$ cat config.mk
export PLATFORM = sky130hd
export DESIGN_NAME = fabosc_clken_gen
export DESIGN_NICKNAME = d
export VERILOG_FILES = /design/src/rtl/fabosc_pkg.sv /design/src/rtl/fabosc_div_ch.sv /design/src/rtl/fabosc_clken_gen.sv
export SDC_FILE = /design/constraint.sdc
export NUM_CORES = 1
export LEC_CHECK = 0
export CORE_ASPECT_RATIO = 0.6
export CORE_MARGIN = 2
export CORE_UTILIZATION = 55
export CTS_CLUSTER_DIAMETER = 150
export DETAILED_ROUTE_END_ITERATION = 8
export PLACE_DENSITY = 0.81
export SLEW_MARGIN = 20
export SYNTH_ARGS = -nofsm -noshare
export SYNTH_HDL_FRONTEND = slang
export SYNTH_SLANG_ARGS = --single-unit
$ cat constraint.sdc
create_clock -name CLK -period 4.3 [get_ports CLK]
set_clock_uncertainty 0.05 [all_clocks]
set_input_delay 0.86 -clock CLK [delete_from_list [all_inputs] [get_ports CLK]]
set_output_delay 0.86 -clock CLK [all_outputs]
set_load 0.05 [all_outputs]
$ cat src/rtl/fabosc_pkg.sv
// Shared widths, helper functions and the per-channel divider state type for
// the fabric clock-enable generator.
package fabosc_pkg;

    localparam int DIV_W_DEF = 16;
    // Upper bound on DIV_W; the divider state is stored zero-extended to this.
    localparam int DIV_W_MAX = 32;

    typedef logic [DIV_W_MAX-1:0] div_max_t;

    typedef struct packed {
        div_max_t active;
        div_max_t pending;
        logic     pend_vld;
    } div_state_t;

    function automatic int ch_idx_w(input int n);
        return (n <= 1) ? 1 : $clog2(n);
    endfunction

    // Wide enough to hold XTL_WIN-1 for the window counter; also used for the edge counter.
    function automatic int mon_cnt_w(input int win);
        return (win <= 2) ? 1 : $clog2(win);
    endfunction

endpackage

$ cat src/rtl/fabosc_div_ch.sv
// One clock-enable channel: programmable modulo counter, pending divider
// register applied at terminal count, and the registered enable strobe.
module fabosc_div_ch
    import fabosc_pkg::*;
#(
    parameter int DIV_W     = DIV_W_DEF,
    parameter int RESET_DIV = 0
) (
    input  logic             clk_i,
    input  logic             rst_ni,
    input  logic             sync_i,
    input  logic             wr_i,
    input  logic [DIV_W-1:0] wr_div_i,
    output logic             clken_o
);

    localparam logic [DIV_W-1:0] RST_DIV = DIV_W'(RESET_DIV);

    div_state_t       st_q, st_d;
    logic [DIV_W-1:0] cnt_q, cnt_d;
    logic             clken_q, clken_d;
    div_max_t         wr_div_ext;
    logic             running;
    logic             term;

    always_comb begin
        st_d       = st_q;
        cnt_d      = cnt_q;
        clken_d    = 1'b0;
        wr_div_ext = div_max_t'(wr_div_i);
        running    = (st_q.active != '0);
        term       = running && (div_max_t'(cnt_q) == st_q.active - div_max_t'(1));

        // SYNC and an idle channel share one path: a write (or a leftover
        // pending value) takes effect at once and the phase restarts at 0.
        if (sync_i || !running) begin
            if (wr_i) begin
                st_d.active = wr_div_ext;
            end else if (st_q.pend_vld) begin
                st_d.active = st_q.pending;
            end
            st_d.pend_vld = 1'b0;
            cnt_d         = '0;
        end else begin
            clken_d = term;
            if (term) begin
                cnt_d = '0;
                if (st_q.pend_vld) begin
                    st_d.active   = st_q.pending;
                    st_d.pend_vld = 1'b0;
                end
            end else begin
                cnt_d = cnt_q + DIV_W'(1);
            end
            // A write landing on the terminal cycle queues behind the value applied now.
            if (wr_i) begin
                st_d.pending  = wr_div_ext;
                st_d.pend_vld = 1'b1;
            end
        end
    end

    always_ff @(posedge clk_i or negedge rst_ni) begin
        if (!rst_ni) begin
            st_q    <= '{active: div_max_t'(RST_DIV), pending: '0, pend_vld: 1'b0};
            cnt_q   <= '0;
            clken_q <= 1'b0;
        end else begin
            st_q    <= st_d;
            cnt_q   <= cnt_d;
            clken_q <= clken_d;
        end
    end

    assign clken_o = clken_q;

endmodule

$ cat src/rtl/fabosc_clken_gen.sv
// Multi-channel clock-enable generator on the RC-oscillator fabric clock.
// Define FABOSC_XTL_MON_EN to build the crystal-oscillator frequency monitor.
module fabosc_clken_gen
    import fabosc_pkg::*;
#(
    parameter int  NUM_CH    = 4,
    parameter int  DIV_W     = DIV_W_DEF,
    parameter int  RESET_DIV = 0,
    parameter int  XTL_WIN   = 50000,
    parameter int  XTL_MIN   = 180,
    parameter int  XTL_MAX   = 220,
    localparam int CH_W      = ch_idx_w(NUM_CH)
) (
    input  logic              CLK,
    input  logic              RESETN,
    input  logic              SYNC,
    input  logic              WR_EN,
    input  logic [CH_W-1:0]   WR_CH,
    input  logic [DIV_W-1:0]  WR_DIV,
    output logic              WR_ERR,
    output logic [NUM_CH-1:0] CLKEN,
    input  logic              XTL,
    output logic              XTL_OK
);

    localparam int CH_SPAN = 1 << CH_W;

    logic [NUM_CH-1:0] wr_sel;
    logic              wr_ch_bad;
    logic              wr_err_q, wr_err_d;
    logic              xtl_ok_q, xtl_ok_d;

    // Out-of-range indices only exist when NUM_CH is not a power of two.
    if (CH_SPAN > NUM_CH) begin : g_err_chk
        assign wr_ch_bad = (int'(WR_CH) >= NUM_CH);
    end else begin : g_err_none
        assign wr_ch_bad = 1'b0;
    end

    assign wr_err_d = WR_EN & wr_ch_bad;

    always_ff @(posedge CLK or negedge RESETN) begin
        if (!RESETN) begin
            wr_err_q <= 1'b0;
        end else begin
            wr_err_q <= wr_err_d;
        end
    end

    for (genvar gi = 0; gi < NUM_CH; gi++) begin : g_ch
        assign wr_sel[gi] = WR_EN && (int'(WR_CH) == gi);

        fabosc_div_ch #(
            .DIV_W     (DIV_W),
            .RESET_DIV (RESET_DIV)
        ) u_ch (
            .clk_i    (CLK),
            .rst_ni   (RESETN),
            .sync_i   (SYNC),
            .wr_i     (wr_sel[gi]),
            .wr_div_i (WR_DIV),
            .clken_o  (CLKEN[gi])
        );
    end

`ifdef FABOSC_XTL_MON_EN
    localparam int MON_W = mon_cnt_w(XTL_WIN);

    logic             xtl_meta_q, xtl_sync_q, xtl_prev_q;
    logic             xtl_rise;
    logic             win_end;
    logic [MON_W-1:0] win_cnt_q, win_cnt_d;
    logic [MON_W-1:0] edge_cnt_q, edge_cnt_d;
    logic [MON_W-1:0] edge_sum;

    always_comb begin
        xtl_rise   = xtl_sync_q & ~xtl_prev_q;
        win_end    = (win_cnt_q == MON_W'(XTL_WIN - 1));
        // The edge seen on the window's last cycle still belongs to that window.
        edge_sum   = (xtl_rise && (edge_cnt_q != '1)) ? edge_cnt_q + MON_W'(1) : edge_cnt_q;
        win_cnt_d  = win_end ? '0 : win_cnt_q + MON_W'(1);
        edge_cnt_d = win_end ? '0 : edge_sum;
        xtl_ok_d   = xtl_ok_q;
        if (win_end) begin
            xtl_ok_d = (int'(edge_sum) >= XTL_MIN) && (int'(edge_sum) <= XTL_MAX);
        end
    end

    always_ff @(posedge CLK or negedge RESETN) begin
        if (!RESETN) begin
            xtl_meta_q <= 1'b0;
            xtl_sync_q <= 1'b0;
            xtl_prev_q <= 1'b0;
            win_cnt_q  <= '0;
            edge_cnt_q <= '0;
            xtl_ok_q   <= 1'b0;
        end else begin
            xtl_meta_q <= XTL;
            xtl_sync_q <= xtl_meta_q;
            xtl_prev_q <= xtl_sync_q;
            win_cnt_q  <= win_cnt_d;
            edge_cnt_q <= edge_cnt_d;
            xtl_ok_q   <= xtl_ok_d;
        end
    end
`else
    logic          unused_xtl;
    localparam int unused_xtl_cfg = XTL_WIN + XTL_MIN + XTL_MAX;

    assign unused_xtl = XTL;
    assign xtl_ok_d   = 1'b1;

    // Monitor absent: report OK from the first clock after reset.
    always_ff @(posedge CLK or negedge RESETN) begin
        if (!RESETN) begin
            xtl_ok_q <= 1'b0;
        end else begin
            xtl_ok_q <= xtl_ok_d;
        end
    end
`endif

    assign WR_ERR = wr_err_q;
    assign XTL_OK = xtl_ok_q;

endmodule
==> After elaboration in Yosys (flattened, before gate mapping) <==
Index checks and enable logic that the tools add are counted.
{ "totals": {"reg_bits": 265} }
{ "op_classes": {"reduce_logical": 33, "bitwise": 4, "n_eq_ne": 7, "muxes": 40, "addsub": 8} }
{ "op_table": {"columns": ["operator", "count"], "rows": [
  ["32-bit 2-to-1 mux", 16],
  ["16-bit by 32-bit equality test with 1-bit output", 4],
  ["16-bit 2-to-1 mux", 8],
  ["32-bit nonzero test", 4],
  ["32-bit by 1-bit subtractor with 32-bit output (second input constant)", 4],
  ["16-bit by 1-bit adder with 16-bit output (second input constant)", 4],
  ["1-bit 2-to-1 mux", 16],
  ["3-bit nonzero test", 4],
  ["1-bit logical AND", 8],
  ["2-bit AND reduction", 4],
  ["2-bit nonzero test", 4],
  ["2-bit equality test (second input constant)", 2],
  ["1-bit logical NOT", 4],
  ["1-bit logical OR", 4],
  ["1-bit NOT", 4],
  ["2-bit by 1-bit equality test with 1-bit output (second input constant)", 1],
  ["2-bit logical NOT", 1]
]} }

==> Logic depth before layout (Yosys ltp) <==
Gate-level depths: netlist (run 1).
{ "logic_depth": {"ltp_word": 6, "ltp_mapped": 13, "mapped_depth_nobuf": 10} }

==> Cells and area by module <==
Synthesis (run 1) repeated with hierarchy kept, for this count alone.
{ "unflattened": {"cells_unflattened": 1972, "area_unflattened_um2": 17211.5} }
{ "modules_own_cells": {"columns": ["mod", "n_inst", "seq_area_each_um2", "area_each_um2", "cells_per_inst"], "rows": [
  ["fabosc_div_ch (g_ch[0].u_ch ...)", 2, 1651.6, 4301.6, 482],
  ["fabosc_div_ch (g_ch[2].u_ch ...)", 2, 1651.6, 4265.3, 500],
  ["fabosc_clken_gen", 1, 25.0, 77.6, 8]
]} }

==> Worst setup path before layout (run 1) <==
OpenSTA, ideal clock, no wires.
{ "synth_path": {"path_type": "register to register", "startpoint": "register g_ch[0].u_ch.st_q[35] (netlist name)", "endpoint": "register g_ch[0].u_ch.st_q[40] (netlist name)", "path_stages_with_launch": 11, "setup_slack_ns": 0.534, "arrival_ns": 3.587, "synth_period_minus_slack_ns": 3.766, "required_time_ns": 4.122, "path_cell_list": "dfrtp_1 > or4_4 > buf_6 > or4_4 > o32a_1 > o32a_1 > or4_1 > or4_4 > a21oi_4 > buf_4 > o22ai_2"} }
{ "synth_via": {"elab_chain_cells": 4} }
{ "synth_lines": {"columns": ["element", "line", "source"], "rows": [
  ["from (decl)", "fabosc_div_ch.sv:19", "div_state_t st_q, st_d;"],
  ["from (signal assigned)", "fabosc_div_ch.sv:65", "st_q <= '{active: div_max_t'(RST_DIV), pending: '0, pend_vld: 1'b0};"],
  ["from (signal assigned)", "fabosc_div_ch.sv:69", "st_q <= st_d;"],
  ["32-bit by 1-bit subtractor with 32-bit output or 32-bit nonzero test (tied branches)", "fabosc_div_ch.sv:32, fabosc_div_ch.sv:31", null],
  ["16-bit by 32-bit equality test with 1-bit output or 1-bit logical NOT (tied branches)", "fabosc_div_ch.sv:32, fabosc_div_ch.sv:36", null],
  ["1-bit logical AND or 1-bit logical OR (tied branches)", "fabosc_div_ch.sv:32, fabosc_div_ch.sv:36", null],
  ["2-bit nonzero test (no source line) or 32-bit 2-to-1 mux (tied branches)", null, null]
]} }
Parallel ways exist; a longest one is shown, timed or not.
A chain may end at the register's enable or synchronous reset.

==> Final worst setup path (run 1) <==
{ "layout_path": {"startpoint": "register g_ch[0].u_ch.st_q[35] (netlist name)", "endpoint": "register g_ch[0].u_ch.st_q[47] (netlist name)"} }
The elaborated chain is that of the path after synthesis.

==> results of run 1 <==
[cell usage after synthesis, drive strengths merged (5+ instances only)]
master	n	area (um2)
a2111oi	7	61.31
a211oi	6	45.04
a21oi	52	271.5
a221o	17	170.2
a2bb2oi	17	148.9
a31oi	5	31.28
and2	52	327.8
and3	49	307.8
and4	5	43.79
buf	37	219.0
clkbuf	59	231.5
dfrtp	265	6631
ha	12	150.1
inv	33	123.9
mux2	65	732.0
mux2i	37	370.4
nand2	52	195.2
nand2b	9	56.30
nand3	52	260.3
nand3b	6	45.04
nand4	26	162.7
nand4b	9	78.83
nor2	124	465.5
nor2b	37	231.5
nor3	30	150.1
nor3b	6	45.04
nor4	39	250.2
nor4b	7	61.31
o21ai	30	150.1
o22a	16	140.1
o22ai	53	394.1
o31ai	11	82.58
or3	12	78.82
or4	17	143.9
xnor2	66	578.1
xor2	66	578.1
[routing by layer]
layer	vias up	wire (um)	GRT usage [%]	share of wire [%]
li1	5264	-	-	-
met1	5703	16930	39.48	48
met2	408	14950	37.68	42
met3	54	2704	4.802	7.7
met4	0	674	5.964	1.9
met5	-	0	0	0
[report_power, final]
group | leakage, nW | internal, mW | total, mW | switching [mW]
combinational | 3.09 | 0.768 | 1.58 | 0.816
sequential | 3.42 | 2.82 | 3.27 | 0.451
clock | 0.420 | 1.35 | 2.36 | 1.01
total | 6.92 | 4.93 | 7.21 | 2.28
[flip-flops by register name (all words and copies together) (netlist names)]
signal	cells
XTL_OK	1
g_ch.u_ch.clken_o	4
g_ch.u_ch.cnt_q	64
g_ch.u_ch.st_q	196
[layout by cell type (no fill, tap or decap), types with 25 or more instances in the layout]
| cell | instances |
|---|---|
| nand4_1 | 26 |
| xnor2_1 | 66 |
| nor2b_1 | 37 |
| o22ai_1 | 43 |
| nor4_1 | 35 |
| nor2_1 | 122 |
| a21oi_1 | 51 |
| inv_1 | 33 |
| nor3_1 | 29 |
| o21ai_0 | 28 |
| clkdlybuf4s50_1 | 25 |
| mux2_2 | 65 |
| and3_1 | 48 |
| mux2i_1 | 37 |
| buf_4 | 31 |
| xor2_1 | 66 |
| nand3_1 | 52 |
| and2_1 | 51 |
| nand2_1 | 52 |
| dfrtp_1 | 265 |
| clkbuf_16 | 27 |
[through the flow]
stage	cell area, um2	util, %
2_1_floorplan	14570	-
3_3_place_gp	15170	57.79
3_5_place_dp	15170	57.79
4_1_cts	16050	61.14
5_1_grt	16070	61.24
6_report	16070	61.24
[cell families (layout without fill, tap and decap cells)]
logic type,after synthesis,after routing,synth area share [%]
buffers and inverters,129,142,3.943
adder cells (fa/ha/maj),12,12,1.031
multiplexers,102,102,7.568
AND/OR/NAND/NOR,544,544,20.63
AO/OA/AOI/OAI,262,262,13.16
XOR/XNOR,133,133,8.092
flip-flops,265,265,45.53
other,2,2,0.05156
[worst max-delay path, cell delays in order, from the launching register on]
cell	delay (ns)
dfrtp_1	0.44
or4_4	0.63
or4_4	0.60
o32a_1	0.36
o32a_1	0.16
or4_1	0.58
or4_4	0.58
a21oi_4	0.20
buf_12	0.21
o22ai_2	0.10
[area by class of cell]
cell class	count	area, um2
tap	360	450.4
fill	2146	10170
sequential	265	6631
clock buffer	37	753.2
clock inverter	11	125.1
multi-input combinational	1055	7410
timing repair buffer	61	578.1
inverter	33	123.9
[worst max-delay path by stage]
stage,slack (ns),end,depth (start not counted)
2_1_floorplan,0.53,g_ch[0].u_ch.st_q[40],10
3_3_place_gp,0.33,g_ch[0].u_ch.st_q[46],9
3_5_place_dp,0.28,g_ch[0].u_ch.st_q[47],9
4_1_cts,0.27,g_ch[0].u_ch.st_q[47],9
5_1_grt,0.03,g_ch[3].u_ch.st_q[48],9
6_report,0.24,g_ch[0].u_ch.st_q[47],9
==> qor.yml, run 1 <==
coreArea_um2: 26250
power.total_mw: 7.212
slew_viol_final: 0
cts_max_level: 1
dp_hpwl_um: 24320
dieArea_um2: 27840
port_buffers: 26
cts.repair.resized: 0
grt_usage_pct: 25.68
maxCapViolCount: 0
rsz0062_at_grt: "false"
ant_nets: 0
fmax_mhz: 246.6
routed_wl_um: 35270
grt_pass1_wl_um: 57970
hold_slack_ns: 0.1906
clk_latency_ns: 0.56
ys_warn_count: 0
cts_tree: "done"
crit_type: "flop to flop"
final_cells: 1822
overflow: 0
ctsHoldBuffers: 0
finalWorstSetupSlack_ns: 0.2449
worstMarginPinSlew_ns: 0.7361
post-route-period-util_pct: 94.31
antenna_cells: 0
cts_root_buf: "clkbuf_16"
drtIter0Drc: 1137
vias_per_cell: 6.273
syn_nets: 1484
path_clk_slew_ns: 0.07
rows: 46
crit_arrival_ns: 4.43
final_hold_viol_count: 0
dp_slack_ns: 0.2833
min_period_ns: 4.055
cts_sinks: 265
dieHeight_um: 130.1
maxSlewHeadroom_pct: 50.55
async_flop_share_pct: 100.0
drc: 0
synth_edf_count: 0
yosysSeqAreaShare_pct: 45.53
boundaryPins: 29
critPathLaunchType: "flop"
critPathLaunch: "g_ch[0].u_ch.st_q[35]"
grt_max_degree: 96
areaGrowthSynthToFinish_pct: 10.34
final_layout_size_suffix_gt1_share_pct: 12.59
setup_tns_ns: 0
clk_path_buf_depth: 3
rr_startpoint: "g_ch[0].u_ch.st_q[35]"
hp-class: "input port to async pin"
syn_avg_cell_area_um2: 10.05
placedCellCount: 1774
r2r-end: "g_ch[0].u_ch.st_q[47]"
ir_drop_mv: 0.3192
timing.reg2reg.setup_slack_ns: 0.24
grt_pass1_vias: 10787
power_leakage_nw: 6.923
r2r_cells: 9
gp_congestion: 0.9279
synthFlopType: "dfrtp_1"
drt_first_pass_iters: 7
end_kind: "flop"
antenna_found_initial: 0
cts_buffers: 26
worstPathRequired_ns: 4.67
cp_max_fo: 32
vias: 11429
synth.distinct_cells: 82
cts_setup_buffers: 0
initial_utilization_pct: 55.50
status: "complete, no violations"
p_per_area_nw_per_um2: 448.8
fin_nets: 1477
die_w_um: 214.1
finalSetupViolations: 0
synthCells: 1449
syn_area_um2: 14570
wl_per_cell_um: 19.36
ys_seq_elements: 265
(Power assumes the default switching activity.)
==> inputs of run 2 (changes only) <==
--- a/config.mk
+++ b/config.mk
@@ -11,6 +11,7 @@
 export CTS_CLUSTER_DIAMETER = 150
 export DETAILED_ROUTE_END_ITERATION = 8
 export PLACE_DENSITY = 0.81
+export SKIP_CTS_REPAIR_TIMING = 1
 export SLEW_MARGIN = 20
 export SYNTH_ARGS = -nofsm -noshare
 export SYNTH_HDL_FRONTEND = slang
==> results of run 2 <==
Same layout as run 1: the final DEF is identical, and so are final timing and power.
==> inputs of run 3 (changes only) <==
==> constraint.sdc (replaced) <==
create_clock -name CLK -period 4.9 [get_ports CLK]
set_clock_uncertainty 0.05 [all_clocks]
set_input_delay 0.98 -clock CLK [delete_from_list [all_inputs] [get_ports CLK]]
set_output_delay 0.98 -clock CLK [all_outputs]
set_load 0.05 [all_outputs]
==> run 3 against run 2 <==
Against the previous run:
- sequential power decreased by 12%
- critical path depth decreased by 1
- maximum frequency decreased by 7.7%
- total power decreased by 13%
- via count about the same
- die area unchanged
- cell area decreased by 0.83%
- global-route usage decreased by 0.55 points
- clock power decreased by 13%
- core utilization decreased by 0.51 points
- largest cell class unchanged
- highest routed layer unchanged
==> qor.yml, run 3 (synthesis results as in run 1) <==
status: "complete, no violations"
post-route-period-util_pct: 89.64  # -4.7 points
ant_nets: 0  # unchanged
rsz0062_at_grt: "false"
worstMarginPinSlew_ns: 0.9724  # +0.2363 ns
slowest_stage: "nor4_1"
met3_usage_pct: 4.196  # -0.61 points
grt-busiest-layer: "met1"
use_met2_pct: 37.45  # -0.23 points
routed_wl_um: 34980  # -0.82%
layout_commonest_cell: "dfrtp_1"
p_per_area_nw_per_um2: 392.9  # -12%
clk_path_buf_depth: 3  # unchanged
crit_arrival_ns: 4.81  # +0.38 ns
worstPathRequired_ns: 5.32  # +0.65 ns
rows: 46  # unchanged
drtIter0Drc: 1168  # +2.7%
dp_hpwl_um: 23920  # -1.7%
cp_cell_sequence: "nor4_1, nand4b_1, or3_1, a32oi_1, nand4_1, o21ai_1, and3b_1, a221o_1"
finalSetupViolations: 0  # unchanged
largest_register_ffs: 196  # unchanged
final_hold_viol_count: 0  # unchanged
clk_latency_ns: 0.54  # -0.02 ns
timing.reg2reg.setup_slack_ns: 0.51  # +0.26 ns
grt_max_degree: 127  # +32%
fillers: 2191  # +2.1%
power_leakage_nw: 6.863  # -0.87%
regMostFlops: "g_ch.u_ch.st_q"
initial_utilization_pct: 55.50  # unchanged
drt_first_pass_iters: 7  # unchanged
drc: 0  # unchanged
slew_viol_final: 0  # unchanged
grtUsageMet1_pct: 38.69  # -0.79 points
fin_nets: 1466  # -0.74%
multi_input_area_um2: 7403  # about the same
grt_usage_pct: 25.14  # -0.55 points
cts_root_buf: "clkbuf_16"
ff_latch_area_um2: 6631  # unchanged
grt_pass1_vias: 10668  # -1.1%
fmax_mhz: 227.7  # -7.7%
vias_per_cell: 6.324  # +0.81%
coreArea_um2: 26250  # unchanged
grt_pass1_wl_um: 56890  # -1.9%
final_layout_size_suffix_gt1_share_pct: 11.67  # -0.91 points
min_period_ns: 4.392  # +0.3373 ns
setup_tns_ns: 0  # unchanged
antenna_cells: 0  # unchanged
cp_max_fo: 16  # -50%
path_clk_slew_ns: 0.07  # about the same
maxCapViolCount: 0  # unchanged
gp_congestion: 0.9155  # -1.3%
cts_sinks: 265  # unchanged
final_cell_mix: "265 x dfrtp_1, 122 x nor2_1, 66 x xor2_1, 66 x xnor2_1, 65 x mux2_2"
vias: 11433  # +0.035%
cts_buffers: 24  # -7.7%
cts_tree: "done"
overflow: 0  # unchanged
crit_type: "flop to flop"
end_kind: "flop"
critPathLaunchType: "flop"
die_w_um: 214.1  # unchanged
boundaryPins: 29  # unchanged
port_buffers: 26  # unchanged
areaGrowthSynthToFinish_pct: 9.424
cts_max_level: 1  # unchanged
maxSlewHeadroom_pct: 35.17  # -15 points
hold_slack_ns: 0.4384  # +0.2478 ns
ir_drop_mv: 0.2168  # -32%
dieHeight_um: 130.1  # unchanged
hp-class: "flop to flop"
antenna_found_initial: 0  # unchanged
dieArea_um2: 27840  # unchanged
wl_per_cell_um: 19.35  # about the same
critical-path-max-stage-delay_ns: 0.86  # +0.23 ns
[run 3: cell count changes in the layout (fill, tap and decap cells not counted)]
cell,change
inv_8,-1
bufinv_16,+3
buf_4,-6
clkinvlp_4,-2
nor4_2,-1
nor4_1,+1
clkbuf_16,-2
clkbuf_8,-2
buf_12,-3
inv_6,-1
[run 3: through the flow]
| step | power (mW) | area, um2 | std cells | util (%) | setup WS, ns |
|---|---|---|---|---|---|
| 2_1_floorplan | 3.798 | 14570 | 1449 | - | 1.134 |
| 3_3_place_gp | 4.112 | 15060 | 1765 | 57.39 | 0.7286 |
| 4_1_cts | 6.259 | 15920 | 1808 | 60.66 | 0.5388 |
| 3_5_place_dp | 4.190 | 15060 | 1765 | 57.39 | 0.5600 |
| 6_report | 6.262 | 15940 | 1808 | 60.73 | 0.5075 |
| 5_1_grt | 6.544 | 15940 | 1808 | 60.73 | 0.2027 |
[run 3: cell type report]
| class | instances | area share [%] |
|---|---|---|
| clock buffer | 33 | 4.239 |
| clock inverter | 10 | 1.130 |
| inverter | 33 | 0.7772 |
| multi-input combinational | 1055 | 46.45 |
| sequential | 265 | 41.61 |
| tap | 360 | 2.826 |
| timing repair buffer | 52 | 2.967 |
[run 3: path summary, 6_finish.rpt]
check	from	to	cells after the start
max reg2reg	g_ch[1].u_ch.st_q[41]	g_ch[1].u_ch.st_q[37]	8
min reg2reg	g_ch[2].u_ch.st_q[62]	g_ch[2].u_ch.st_q[62]	1
min in group asynchronous	RESETN	g_ch[0].u_ch.st_q[52]	1
max	g_ch[1].u_ch.st_q[41]	g_ch[1].u_ch.st_q[37]	8
max in group asynchronous	RESETN	g_ch[3].u_ch.st_q[60]	2
min	g_ch[2].u_ch.st_q[62]	g_ch[2].u_ch.st_q[62]	1
[run 3: routing by layer]
| metal | vias to the layer above | wire length [um] |
|---|---|---|
| li1 | 5228 | - |
| met1 | 5757 | 16780 |
| met2 | 398 | 15190 |
| met3 | 50 | 2396 |
| met4 | 0 | 614 |
| met5 | - | 0 |
[run 3: report_power, final]
part           switching, mW  leakage, nW  internal (mW)
clock                  0.828        0.412           1.23
combinational          0.686         3.03          0.645
sequential             0.401         3.42           2.47
total                   1.92         6.86           4.35
[run 3: critical path: cells and delay by family (launching register included)]
| family | cells | cell delay [ns] |
|---|---|---|
| flops | 1 | 0.47 |
| compound gates | 3 | 1.24 |
| simple gates | 5 | 2.54 |
